**src/rtl/fir_lowpass_engine.sv**
```systemverilog
// Stereo boxcar FIR low-pass; one shared adder per channel walks the TAPS-deep delay line.
// Latency: out_valid at edge TAPS+2 after the accepting edge; next strobe accepted on that edge.
// Backpressure: none; strobes that arrive while busy are dropped and flagged in sticky overrun.
// Optional feature: define LPF_BYPASS_EN to add the lpf_bypass input (raw passthrough at DONE).
module fir_lowpass_engine #(
  parameter int TAPS = 8,
  parameter int DW   = 16
) (
  input  logic          CLOCK_50,
  input  logic          AUD_DACLRCK,
  input  logic          sample_strobe,
  input  logic [DW-1:0] audio_inL,
  input  logic [DW-1:0] audio_inR,
`ifdef LPF_BYPASS_EN
  input  logic          lpf_bypass,
`endif
  output logic [DW-1:0] lpf_outL,
  output logic [DW-1:0] lpf_outR,
  output logic          out_valid,
  output logic          busy,
  output logic          overrun
);

  localparam int SH   = $clog2(TAPS);
  localparam int ACCW = DW + SH;

  typedef enum logic [1:0] {
    S_IDLE  = 2'd0,
    S_SHIFT = 2'd1,
    S_ACC   = 2'd2,
    S_DONE  = 2'd3
  } state_t;

  state_t state, state_nxt;

  logic [DW-1:0]   lat_l, lat_r;
  logic            lat_byp;
  logic [DW-1:0]   tap_l [TAPS];
  logic [DW-1:0]   tap_r [TAPS];
  logic [ACCW-1:0] acc_l, acc_r;
  logic [SH-1:0]   cnt;
  logic            accept;
  logic            acc_last;
  logic [ACCW-1:0] tap_l_ext, tap_r_ext;

  // A strobe is taken in IDLE or in DONE so back-to-back samples lose no cycle.
  assign accept   = sample_strobe && (state == S_IDLE || state == S_DONE);
  assign acc_last = (cnt == SH'(TAPS - 1));
  assign busy     = (state != S_IDLE);

  // Sign-extend the currently addressed taps to accumulator width.
  assign tap_l_ext = {{SH{tap_l[cnt][DW-1]}}, tap_l[cnt]};
  assign tap_r_ext = {{SH{tap_r[cnt][DW-1]}}, tap_r[cnt]};

  // State register; reset aborts any sample in flight.
  always_ff @(posedge CLOCK_50 or posedge AUD_DACLRCK) begin
    if (AUD_DACLRCK) state <= S_IDLE;
    else             state <= state_nxt;
  end

  // Next-state logic for the IDLE -> SHIFT -> ACC -> DONE sequence.
  always_comb begin
    state_nxt = state;
    case (state)
      S_IDLE:  if (accept) state_nxt = S_SHIFT;
      S_SHIFT: state_nxt = S_ACC;
      S_ACC:   if (acc_last) state_nxt = S_DONE;
      S_DONE:  state_nxt = accept ? S_SHIFT : S_IDLE;
      default: state_nxt = S_IDLE;
    endcase
  end

  // Per-sample control: input latch, accumulators, tap counter, flags.
  always_ff @(posedge CLOCK_50 or posedge AUD_DACLRCK) begin
    if (AUD_DACLRCK) begin
      lat_l     <= '0;
      lat_r     <= '0;
      lat_byp   <= 1'b0;
      acc_l     <= '0;
      acc_r     <= '0;
      cnt       <= '0;
      out_valid <= 1'b0;
      overrun   <= 1'b0;
    end else begin
      out_valid <= (state == S_DONE);
      if (accept) begin
        lat_l <= audio_inL;
        lat_r <= audio_inR;
`ifdef LPF_BYPASS_EN
        lat_byp <= lpf_bypass;
`else
        lat_byp <= 1'b0;
`endif
      end
      if (sample_strobe && (state == S_SHIFT || state == S_ACC))
        overrun <= 1'b1;
      case (state)
        S_SHIFT: begin
          acc_l <= '0;
          acc_r <= '0;
          cnt   <= '0;
        end
        S_ACC: begin
          acc_l <= acc_l + tap_l_ext;
          acc_r <= acc_r + tap_r_ext;
          cnt   <= cnt + 1'b1;
        end
        default: ;
      endcase
    end
  end

  // History and output registers are deliberately unreset so they survive the frame reset.
  always_ff @(posedge CLOCK_50) begin
    if (state == S_SHIFT) begin
      tap_l[0] <= lat_l;
      tap_r[0] <= lat_r;
      for (int k = 1; k < TAPS; k++) begin
        tap_l[k] <= tap_l[k-1];
        tap_r[k] <= tap_r[k-1];
      end
    end
    if (state == S_DONE) begin
      // Dropping the low SH bits of a signed sum is a floor divide by TAPS.
      lpf_outL <= lat_byp ? lat_l : acc_l[ACCW-1:SH];
      lpf_outR <= lat_byp ? lat_r : acc_r[ACCW-1:SH];
    end
  end

endmodule

```
**config.mk**
```make
export PLATFORM = sky130hd
export DESIGN_NAME = fir_lowpass_engine
export DESIGN_NICKNAME = d
export VERILOG_FILES = /design/src/rtl/fir_lowpass_engine.sv
export SDC_FILE = /design/constraint.sdc
export NUM_CORES = 1
export LEC_CHECK = 0
export CAP_MARGIN = 15
export CORE_MARGIN = 2
export CORE_UTILIZATION = 58
export DETAILED_ROUTE_END_ITERATION = 10
export DONT_BUFFER_PORTS = 1
export PLACE_DENSITY = 0.85
export SYNTH_ARGS = -nofsm -noshare
export SYNTH_HDL_FRONTEND = slang
export SYNTH_SLANG_ARGS = --single-unit
```
**constraint.sdc**
```tcl
create_clock -name CLOCK_50 -period 8.9 [get_ports CLOCK_50]
set_input_delay 2.67 -clock CLOCK_50 [delete_from_list [all_inputs] [get_ports CLOCK_50]]
set_output_delay 2.67 -clock CLOCK_50 [all_outputs]
set_load 0.02 [all_outputs]
```
==> results by group, run 1 <==
Finish
  – Area of the multi-input gates: 0.004320 mm^2
  – Util after Layout: 0.6471
  – N_diodes: 0
  – Storage cell area: ~0.011 mm^2
  – Filler cells: 1638
  – Finished Cell Area: between 0.015 and 0.02 mm^2
  – Nets@finish: a little over 900
  – P&R area growth vs syn: 10.53%
  – Share of layout cells above drive strength 1: 0.2321
  – Fin cells: 1201

Placed design
  – Placed instance count: 1133
  – Post-DP HPWL: 15500 um
  – Area after DPL: 0.01546 mm^2
  – Port Buffers: 0
  – GP Congestion: between 0.8 and 0.9

GRT
  – Aggregate global routing overflow: 0
  – Vias in the first global route: about 7600
  – Initial antenna violation count: 0
  – Largest net degree at the start of global routing: 197
  – GRT Total Usage: 0.2078
  – First-pass GRT wire length: about 43000 um

Clocking
  – Post-CTS Hold Buffers: 0
  – Maximum clock path buffer count: 3
  – CTS tree: yes
  – Postcts setup bufs: 0
  – H-tree depth: 2
  – Clock Latency Late Sink: 530 ps
  – Clock Sink Count: 365
  – CTS Buf Count: 37
  – CTS resizes: 0
  – CTS Root Cell: clkbuf_16
  – Clk pin slew, worst setup/hold paths: 60 ps

Logic synthesis
  – Avg Cell Area, Syn: 18.31 um^2
  – Yosys warns: 0
  – Flops & latches, synth: 365
  – Area of the mapped netlist: 0.01508 mm^2
  – Area leader, netlist: edfxtp_1
  – Multiplexer share of the synthesized area: 0.1449
  – Ys async rst share: 0.2110
  – Post-Synth Adder-Cell Area: 0.03749
  – Register area share after synthesis: 0.7011
  – Number of synthesized flops with an enable pin: about 290
  – Post-Synth XOR/XNOR Area: 0.01510
  – Ys flop type: edfxtp_1
  – Compound-Gate Fraction of Synth Area: 0.05781
  – Simple-Gate Fraction of Synth Area: 0.02961
  – Share of the synthesized area in the top cell type: 0.5733
  – Post-Synthesis Cells: between 800 and 900
  – Mapped Nets: 903
  – Largest family of logic cells by synthesized area: multiplexers
  – Top cells by area, synth: edfxtp_1 57%, dfrtp_1 13%, mux4_2 9.6%
  – Synth unique cells: 64

Setup path
  – CP Cell Sequence: buf_4, mux4_2, mux2_2, ha_1, fa_1, a211oi_1, o21bai_1, a2111oi_2, a21oi_2, a311oi_2, a21oi_1, xnor2_1, o2bb2ai_1
  – Reg2Reg Setup Slack: between 3000 and 4000 ps
  – Crit Path Category: reg2reg
  – Critical path's slowest cell: dfrtp_4
  – RR Startpoint: cnt[0]
  – CP Launch Type: register
  – CP max FO: 34
  – CP endpoint kind: register
  – Critical Path AT: about 5500 ps
  – CP max stage delay: 860 ps
  – Delay-heaviest family, CP: compound AO/OA/AOI/OAI gates
  – Buffers & Inverters on Critical Path: 1
  – WP data required: about 9300 ps
  – Worst reg-to-reg path cell count: 13
  – CP startpoint: cnt[0]
  – Reg2Reg Capture Point: acc_l[16]

Timing
  – Slew Viols, Final: 0
  – Fmax: 194.7 MHz
  – Setup TNS: 0 ps
  – Tcrit/Tclk final: 0.5770
  – Minimum clock period: 5136 ps
  – RSZ-0062 raised after global routing: false
  – Measured slew at the worst slew-check pin: 1259 ps
  – Relative slew slack: 0.1604
  – Clock skew: 16.90 ps
  – Final Hold Vio Count: 0
  – Setup Viol. Count Final: 0

Run
  – Total of max-cap violations: 0

Routing
  – DRC Markers: 0
  – Initial DRC Count: 731
  – Detailed Routing Iterations Pass 1: 5
  – Vias: roughly 7600
  – Routed WL: 27030 um
  – DR vias/cell: 6.363
  – Wire per inst: 22.51 um
  – Antenna viol nets, final: 0

Hold path
  – Hold Crit Class: reg2reg
  – Hold_sp: tap_r[3][10]
  – Hold depth: 0
  – Hold path endpoint: tap_r[4][10]

Die
  – Chip Width: 165.3 um
  – Core ar.: 0.02576 mm^2
  – Number of I/O pins: 70
  – Die area: around 0.027 mm^2
  – DIE HEIGHT: 165.3 um
  – Initial Util: 0.5855
  – FP Rows: 59

Pwr
  – Power Density: 417.4 mW/mm^2
  – Leakage Power: between 5 and 6 nW
  – Max VDD drop: 289.2 uV

Status
  – Status: finished clean
## kinds of logic (layout without fill, tap and decap cells)
group,count (synthesis),count (layout)
flip-flops,365,365
multiplexers,130,130
AO/OA/AOI/OAI,122,122
AND/OR/NAND/NOR,84,84
buffers and inverters,53,95
adder cells (fa/ha/maj),44,44
XOR/XNOR,26,26
## Yosys cell counts, types with 3 or more instances
library cell / instances
mux2_2: 63
nor2b_1: 5
or3_1: 3
dfrtp_1: 77
a21o_1: 9
buf_1: 5
a211oi_1: 4
a31oi_1: 4
and3_1: 5
mux4_2: 64
o21ai_0: 23
nand3_1: 12
nor2_1: 16
nand2_1: 14
o211ai_1: 3
xor2_1: 8
nor3_1: 8
and2_1: 3
o21a_1: 4
a21oi_1: 24
a22o_1: 25
inv_1: 21
xnor2_1: 18
ha_1: 42
nand4_1: 3
nand2b_1: 5
clkbuf_1: 24
edfxtp_1: 288
## how the worst max path moves through the flow
stage | slack [ps] | endpoint | cells past startpoint
after floorplan | 1880 | tap_l[0][0] | 2
after global placement | 3830 | acc_l[16] | 13
after detailed placement | 3790 | acc_l[16] | 13
after CTS | 3660 | acc_l[16] | 13
after global routing | 3380 | acc_l[16] | 13
final | 3760 | acc_l[16] | 13
## metrics by stage
step	hold slack (ps)	power (W)	setup slack (ps)
6_report	431.0	0.006958	3764
5_1_grt	450.2	0.007323	3381
4_1_cts	434.1	0.006982	3662
3_5_place_dp	428.4	0.005388	3785
3_3_place_gp	423.6	0.005273	3830
2_1_floorplan	420.7	0.004951	1880
## area by class of cell
class | count | area share
Clock buffer | 49 | 0.06004
Clock inverter | 18 | 0.01163
Inverter | 21 | 0.004803
Multi-Input combinational cell | 406 | 0.2591
Sequential cell | 365 | 0.6346
Tap cell | 335 | 0.02514
Timing Repair Buffer | 7 | 0.004653
## registers in the layout (all words and copies together) (netlist names)
signal / cells
lat_l: 16
tap_l: 128
lat_r: 16
cnt: 3
tap_r: 128
lpf_outL: 16
acc_l: 19
out_valid: 1
state: 2
overrun: 1
acc_r: 19
lpf_outR: 16
## power breakdown
| part | leakage [nW] | total (W) | switching (W) | internal, W |
|---|---|---|---|---|
| registers | 3.72 | 0.00340 | 0.000487 | 0.00291 |
| clock network | 0.585 | 0.00154 | 0.000631 | 0.000910 |
| logic | 1.70 | 0.00202 | 0.00111 | 0.000902 |
## worst reg2reg max path: stages (launching register included)
cell and delay (ps):
dfrtp_4 860, buf_4 690, mux4_2 600, mux2_2 300, ha_1 220, fa_1 460, a211oi_1 320, o21bai_1 160
a2111oi_2 460, a21oi_2 190, a311oi_2 380, a21oi_1 130, xnor2_1 170, o2bb2ai_1 80
## per-layer routing
layer	vias up	global-route usage	part of all wire
met5	-	0	0
met4	0	0.06561	0.022
met1	3955	0.3153	0.45
met2	292	0.3097	0.47
met3	47	0.03971	0.061
li1	3348	-	-
## cell usage in the layout (no fill, tap or decap), types with 20 or more instances in the layout
cell,netlist,routed
ha_1,42,40
a21oi_1,24,24
a22o_1,25,25
edfxtp_1,288,288
inv_1,21,20
o21ai_0,23,23
dfrtp_1,77,75
mux2_2,63,63
clkbuf_16,0,37
mux4_2,64,64
Power figures use the tool's default switching activity.
==> run 2, diff against run 1 <==
CORE_UTILIZATION = 57   (was 58)
PLACE_DENSITY = 0.86   (was 0.85)
clock period = 4.15 ns   (was 8.9 ns; I/O delays follow)
==> run 2 against run 1 <==
  * Setup slack worse by 3500 ps
  * Clock power is 110% higher
  * Sequential power up 110%
  * Die area is 1.7% higher
  * Sequential share of layout area down 0.48 points
  * Hold slack improved by 6.6 ps
  * Critical endpoint is now acc_l[15]
==> results by group, run 2 (synthesized netlist as in run 1, its figures left out) <==
GRT
  – Aggregate global routing overflow: 0 (unchanged)
  – Largest net degree at the start of global routing: 88 (-55%)
  – First-pass GRT wire length: 43180 um (-0.36%)
  – GRT Total Usage: 0.1973 (-0.01044)
  – Vias in the first global route: 7660 (+0.25%)
  – Initial antenna violation count: 0 (unchanged)

Setup path
  – Worst reg-to-reg path cell count: 11 (-2)
  – WP data required: 4590 ps (-4700 ps)
  – Crit Path Category: reg2reg
  – Reg2Reg Capture Point: acc_l[15]
  – Delay-heaviest family, CP: compound AO/OA/AOI/OAI gates
  – Reg2Reg Setup Slack: 230 ps (-3540 ps)
  – Buffers & Inverters on Critical Path: 1 (unchanged)
  – CP max stage delay: 650 ps (-210 ps)
  – CP Cell Sequence: buf_4, mux4_2, mux2_2, ha_1, a21oi_1, a21boi_0, o21ai_0, o211ai_1, a31oi_1, or4b_2, nand3_1
  – CP Launch Type: register
  – CP endpoint kind: register
  – Critical path's slowest cell: or4b_2
  – CP max FO: 12 (-65%)
  – Critical Path AT: 4360 ps (-1160 ps)
  – RR Startpoint: cnt[0]

Finish
  – Filler cells: 1702 (+3.9%)
  – N_diodes: 0 (unchanged)
  – Top Registers: tap_l: 128 flops, tap_r: 128 flops
  – Most common cell after layout, fill and taps aside: edfxtp_1
  – P&R area growth vs syn: 11.37%
  – Fin cells: 1214 (+1.1%)
  – Nets@finish: 929 (+1.3%)
  – Share of layout cells above drive strength 1: 0.2469 (+0.01477)
  – Most frequent cells in the layout: 288 x edfxtp_1, 75 x dfrtp_1, 64 x mux4_2, 63 x mux2_2, 40 x ha_1

Pwr
  – Power share of the combinational group: 0.300 (+0.010)
  – Leakage Power: 6.067 nW (+1.1%)
  – Sw frac: 0.3222 (+0.001369)
  – Power Density: 887.4 mW/mm^2 (+110%)
  – Sw Pwr: 0.004803 W (+120%)
  – Pwr Total: 0.01491 W (+110%)
  – Clock power share: 0.216 (-0.005)
  – P_int: 0.01011 W (+110%)
  – Max VDD drop: 424.0 uV (+47%)
  – Sequential Power Share: 0.484 (-0.005)

Clocking
  – Clock Sink Count: 365 (unchanged)
  – CTS Root Cell: clkbuf_16
  – H-tree depth: 2 (unchanged)
  – CTS tree: yes
  – Maximum clock path buffer count: 3 (unchanged)
  – Clock Latency Late Sink: 520 ps (about the same)
  – Clk pin slew, worst setup/hold paths: 60 ps (about the same)
  – Post-CTS Hold Buffers: 0 (unchanged)
  – CTS Buf Count: 38 (+2.7%)

Routing
  – Wire per inst: 22.24 um (-1.2%)
  – Vias: 7574 (-0.89%)
  – Initial DRC Count: 573 (-22%)
  – Routed WL: 27000 um (-0.11%)
  – Detailed Routing Iterations Pass 1: 5 (unchanged)
  – DRC Markers: 0 (unchanged)
  – Antenna viol nets, final: 0 (unchanged)
  – DR vias/cell: 6.239 (-2.0%)

Die
  – DIE HEIGHT: 166.7 um (+0.85%)
  – FP Rows: 59 (unchanged)
  – Core ar.: 0.02598 mm^2 (+0.86%)
  – Chip Width: 166.7 um (+0.85%)
  – Initial Util: 0.5805 (-0.004990)
  – Number of I/O pins: 70 (unchanged)
  – Die area: 0.02778 mm^2 (+1.7%)

Placed design
  – Placement Setup Slack: 180.5 ps (-3605 ps)
  – Port Buffers: 0 (unchanged)
  – Placed instance count: 1145 (+1.1%)
  – GP Congestion: 0.8306 (+3.5%)
  – Post-DP HPWL: 16440 um (+6.0%)

Hold path
  – Hold depth: 0 (unchanged)
  – Hold Crit Class: reg2reg
  – Hold path endpoint: tap_l[4][1]
  – Hold_sp: tap_l[3][1]

Timing
  – Relative slew slack: 0.2336 (+0.07316)
  – Fmax: 254.8 MHz (+31%)
  – RSZ-0062 raised after global routing: false
  – Fin Hold WS: 437.6 ps (+6.587 ps)
  – Clock skew: 22.67 ps (+5.766 ps)
  – Tcrit/Tclk final: 0.9458 (+0.3687)
  – Slew Viols, Final: 0 (unchanged)
  – Measured slew at the worst slew-check pin: 1148 ps (-111.0 ps)
  – Setup Viol. Count Final: 0 (unchanged)
  – Setup TNS: 0 ps (unchanged)
  – Minimum clock period: 3925 ps (-1211 ps)
  – Worst Slack Setup Final: 225.1 ps (-3539 ps)
  – Final Hold Vio Count: 0 (unchanged)

Status
  – Status: finished clean

Run
  – Total of max-cap violations: 0 (unchanged)
[run 2: area by class of cell]
class                      count  area (um^2)  area share
clock buffer                  54         1082     0.06442
clock inverter                15        108.9    0.006479
inverter                      21        80.08    0.004767
multi-input combinational    406         4344      0.2586
sequential                   365        10580      0.6298
tap                          335        419.2     0.02495
timing repair buffer          18        185.2     0.01102
[run 2: how the worst max path moves through the flow]
stage | cells past startpoint | slack, ps | start | end
global placement | 13 | 290 | cnt[0] | acc_r[18]
detailed placement | 13 | 180 | cnt[0] | acc_r[18]
floorplan | 14 | 150 | cnt[0] | acc_l[16]
CTS | 13 | 130 | cnt[0] | acc_r[18]
finish | 11 | 230 | cnt[0] | acc_l[15]
global route | 11 | 20 | cnt[0] | acc_l[15]
[run 2: per-layer routing]
| layer | wire length [um] | global-route usage |
|---|---|---|
| met1 | 12210 | 0.2936 |
| met2 | 12900 | 0.3097 |
| met3 | 1419 | 0.03422 |
| met4 | 469 | 0.05022 |
| met5 | 0 | 0 |
[run 2: metrics by stage]
stage | utilization | area, um^2
floorplan | - | 15100
global placement | 0.5998 | 15580
detailed placement | 0.5998 | 15580
CTS | 0.6456 | 16780
global route | 0.6465 | 16800
finish | 0.6465 | 16800
[run 2: what timing repair did]
action,4_1_cts,5_1_grt
endpoints found under the setup margin,0,2
buffers inserted,0,0
resized for setup,0,3
[run 2: worst reg2reg max path: stages, from the launching register on]
cell	delay (ps)
dfrtp_4	500
buf_4	280
mux4_2	550
mux2_2	290
ha_1	350
a21oi_1	100
a21boi_0	460
o21ai_0	180
o211ai_1	220
a31oi_1	180
or4b_2	650
nand3_1	80
[run 2: power by group through the flow]
stage                     clock network (W)  logic (W)  registers (W)
after CTS                           0.00329    0.00447        0.00722
final                               0.00322    0.00447        0.00721
after floorplan                           0    0.00348        0.00691
after global routing                0.00343    0.00488        0.00739
after global placement                    0    0.00426        0.00712
after detailed placement                  0    0.00442        0.00723
==> run 3, diff against run 2 <==
==> constraint.sdc (replaced) <==
create_clock -name CLOCK_50 -period 4.15 [get_ports CLOCK_50]
set_input_delay 0.83 -clock CLOCK_50 [delete_from_list [all_inputs] [get_ports CLOCK_50]]
set_output_delay 0.83 -clock CLOCK_50 [all_outputs]
set_load 0.02 [all_outputs]
==> run 3 against run 2 <==
  * Sequential power is essentially flat
  * Critical path depth grew 1
  * Largest power group unchanged
  * Combinational power is essentially flat
  * Largest cell class unchanged
  * Setup slack lost 9.4 ps
  * Power grew 1.7%
  * Maximum frequency shrank 0.24%
  * Via count grew 0.16%
==> results by group, run 3 (synthesized netlist as in run 1, its figures left out) <==
Status
  – Status: finished clean

Finish
  – Top Registers: tap_l: 128 flops, tap_r: 128 flops
  – Nets@finish: 926 (-0.32%)
  – N_diodes: 0 (unchanged)
  – P&R area growth vs syn: 11.91%
  – Most common cell after layout, fill and taps aside: edfxtp_1
  – Filler cells: 1697 (-0.29%)
  – Share of layout cells above drive strength 1: 0.2409 (-0.006004)
  – Most frequent cells in the layout: 288 x edfxtp_1, 75 x dfrtp_1, 64 x mux4_2, 63 x mux2_2, 40 x ha_1

Setup path
  – Critical Path AT: 4320 ps (-40 ps)
  – Crit Path Category: reg2reg
  – RR Startpoint: cnt[0]
  – CP endpoint kind: register
  – CP Launch Type: register
  – Reg2Reg Setup Slack: 220 ps (about the same)
  – CP max FO: 8 (-4)
  – CP startpoint: cnt[0]
  – Worst reg-to-reg path cell count: 12 (+1)
  – Reg2Reg Capture Point: acc_l[16]
  – WP data required: 4540 ps (-50 ps)

Timing
  – Relative slew slack: 0.2566 (+0.02299)
  – Clock skew: 17.38 ps (-5.286 ps)
  – Final Hold Vio Count: 0 (unchanged)
  – Tcrit/Tclk final: 0.9480 (+0.002277)
  – Measured slew at the worst slew-check pin: 1114 ps (-34.44 ps)
  – Fin Hold WS: 227.8 ps (-209.8 ps)
  – Fmax: 254.2 MHz (-0.24%)
  – Minimum clock period: 3934 ps (+9.450 ps)
  – Slew Viols, Final: 0 (unchanged)
  – Setup Viol. Count Final: 0 (unchanged)
  – Setup TNS: 0 ps (unchanged)

Pwr
  – Sw frac: 0.3169 (-0.005250)
  – Power Density: 898.6 mW/mm^2 (+1.3%)
  – Power share of the combinational group: 0.294 (-0.006)
  – Clock power share: 0.231 (+0.015)
  – Max VDD drop: 582.4 uV (+37%)
  – Leakage Power: 6.102 nW (+0.57%)
  – P_int: 0.01036 W (+2.5%)
  – Sw Pwr: 0.004808 W (about the same)
  – Sequential Power Share: 0.475 (-0.009)

Routing
  – DRC Markers: 0 (unchanged)
  – Initial DRC Count: 771 (+35%)
  – DR vias/cell: 6.264 (+0.41%)
  – Detailed Routing Iterations Pass 1: 5 (unchanged)
  – Antenna viol nets, final: 0 (unchanged)
  – Wire per inst: 22.30 um (+0.27%)
  – Routed WL: 27010 um (about the same)
  – Vias: 7586 (+0.16%)

GRT
  – Initial antenna violation count: 0 (unchanged)
  – First-pass GRT wire length: 42840 um (-0.80%)
  – Vias in the first global route: 7672 (+0.16%)
  – Aggregate global routing overflow: 0 (unchanged)
  – Largest net degree at the start of global routing: 114 (+30%)
  – GRT Total Usage: 0.1951 (-0.002190)

Die
  – Die area: 0.02778 mm^2 (unchanged)
  – Initial Util: 0.5805 (unchanged)
  – Core ar.: 0.02598 mm^2 (unchanged)
  – Number of I/O pins: 70 (unchanged)
  – Chip Width: 166.7 um (unchanged)
  – FP Rows: 59 (unchanged)
  – DIE HEIGHT: 166.7 um (unchanged)

Placed design
  – Port Buffers: 0 (unchanged)
  – GP Congestion: 0.8431 (+1.5%)
  – Post-DP HPWL: 16440 um (about the same)

Clocking
  – Post-CTS Hold Buffers: 0 (unchanged)
  – CTS Root Cell: clkbuf_16
  – CTS Buf Count: 37 (-2.6%)
  – Clock Latency Late Sink: 530 ps (about the same)
  – CTS tree: yes
  – Clock Sink Count: 365 (unchanged)
  – Clk pin slew, worst setup/hold paths: 70 ps (about the same)
  – Maximum clock path buffer count: 3 (unchanged)
  – H-tree depth: 2 (unchanged)

Hold path
  – Hold Crit Class: in2async

Run
  – Total of max-cap violations: 0 (unchanged)
run 3: cell type report:
type                            instances  area, um^2  share of cell area
Multi-Input combinational cell        406        4343              0.2573
Clock inverter                         16       226.5             0.01342
Sequential cell                       365       10580              0.6267
Clock buffer                           52        1055             0.06248
Inverter                               21       80.08            0.004744
Tap cell                              335       419.2             0.02483
Timing Repair Buffer                   16       177.7             0.01052
run 3: worst max path at each step:
stage | to | slack, ps
floorplan | acc_l[16] | 150
global placement | acc_r[18] | 260
detailed placement | acc_r[18] | 150
CTS | acc_r[18] | 120
global route | acc_l[16] | -30
finish | acc_l[16] | 220
run 3: critical path, cell delays in order (launching register included):
cell       delay [ps]
dfrtp_4           520
mux4_2            530
mux2_2            280
ha_1              220
fa_1              460
a211oi_1          320
o21bai_1          180
a2111oi_4         400
a21oi_2           160
a311oi_2          360
a21oi_1           130
xnor2_1           150
o2bb2ai_1          70
run 3: routing by layer:
metal | vias to the layer above | wire length [um] | GRT usage
met1 | 3920 | 12290 | 0.2935
li1 | 3366 | - | -
met5 | - | 0 | 0
met4 | 0 | 589 | 0.06109
met2 | 257 | 12610 | 0.2959
met3 | 43 | 1515 | 0.03588
run 3: power groups by stage:
stage	Combinational (W)	Sequential [W]	Clock (W)
floorplan	0.00348	0.00691	0
global placement	0.00425	0.00712	0
detailed placement	0.00441	0.00722	0
CTS	0.00444	0.00720	0.00356
global route	0.00489	0.00737	0.00370
finish	0.00446	0.00720	0.00350
run 3: what timing repair did:
action                                  in CTS  in global routing
resized for setup                            0                  4
buffers inserted                             0                  0
endpoints found under the setup margin       0                  4
run 3: per-stage QoR:
stage | setup WS [ps] | std cells | util | instance area, um^2 | power [W]
after floorplan | 146.5 | 824 | - | 15100 | 0.01039
after global placement | 257.7 | 1143 | 0.5992 | 15570 | 0.01137
after detailed placement | 149.4 | 1143 | 0.5992 | 15570 | 0.01163
after CTS | 119.6 | 1211 | 0.6485 | 16850 | 0.01520
after global routing | -33.68 | 1211 | 0.6497 | 16880 | 0.01595
final | 215.7 | 1211 | 0.6497 | 16880 | 0.01517
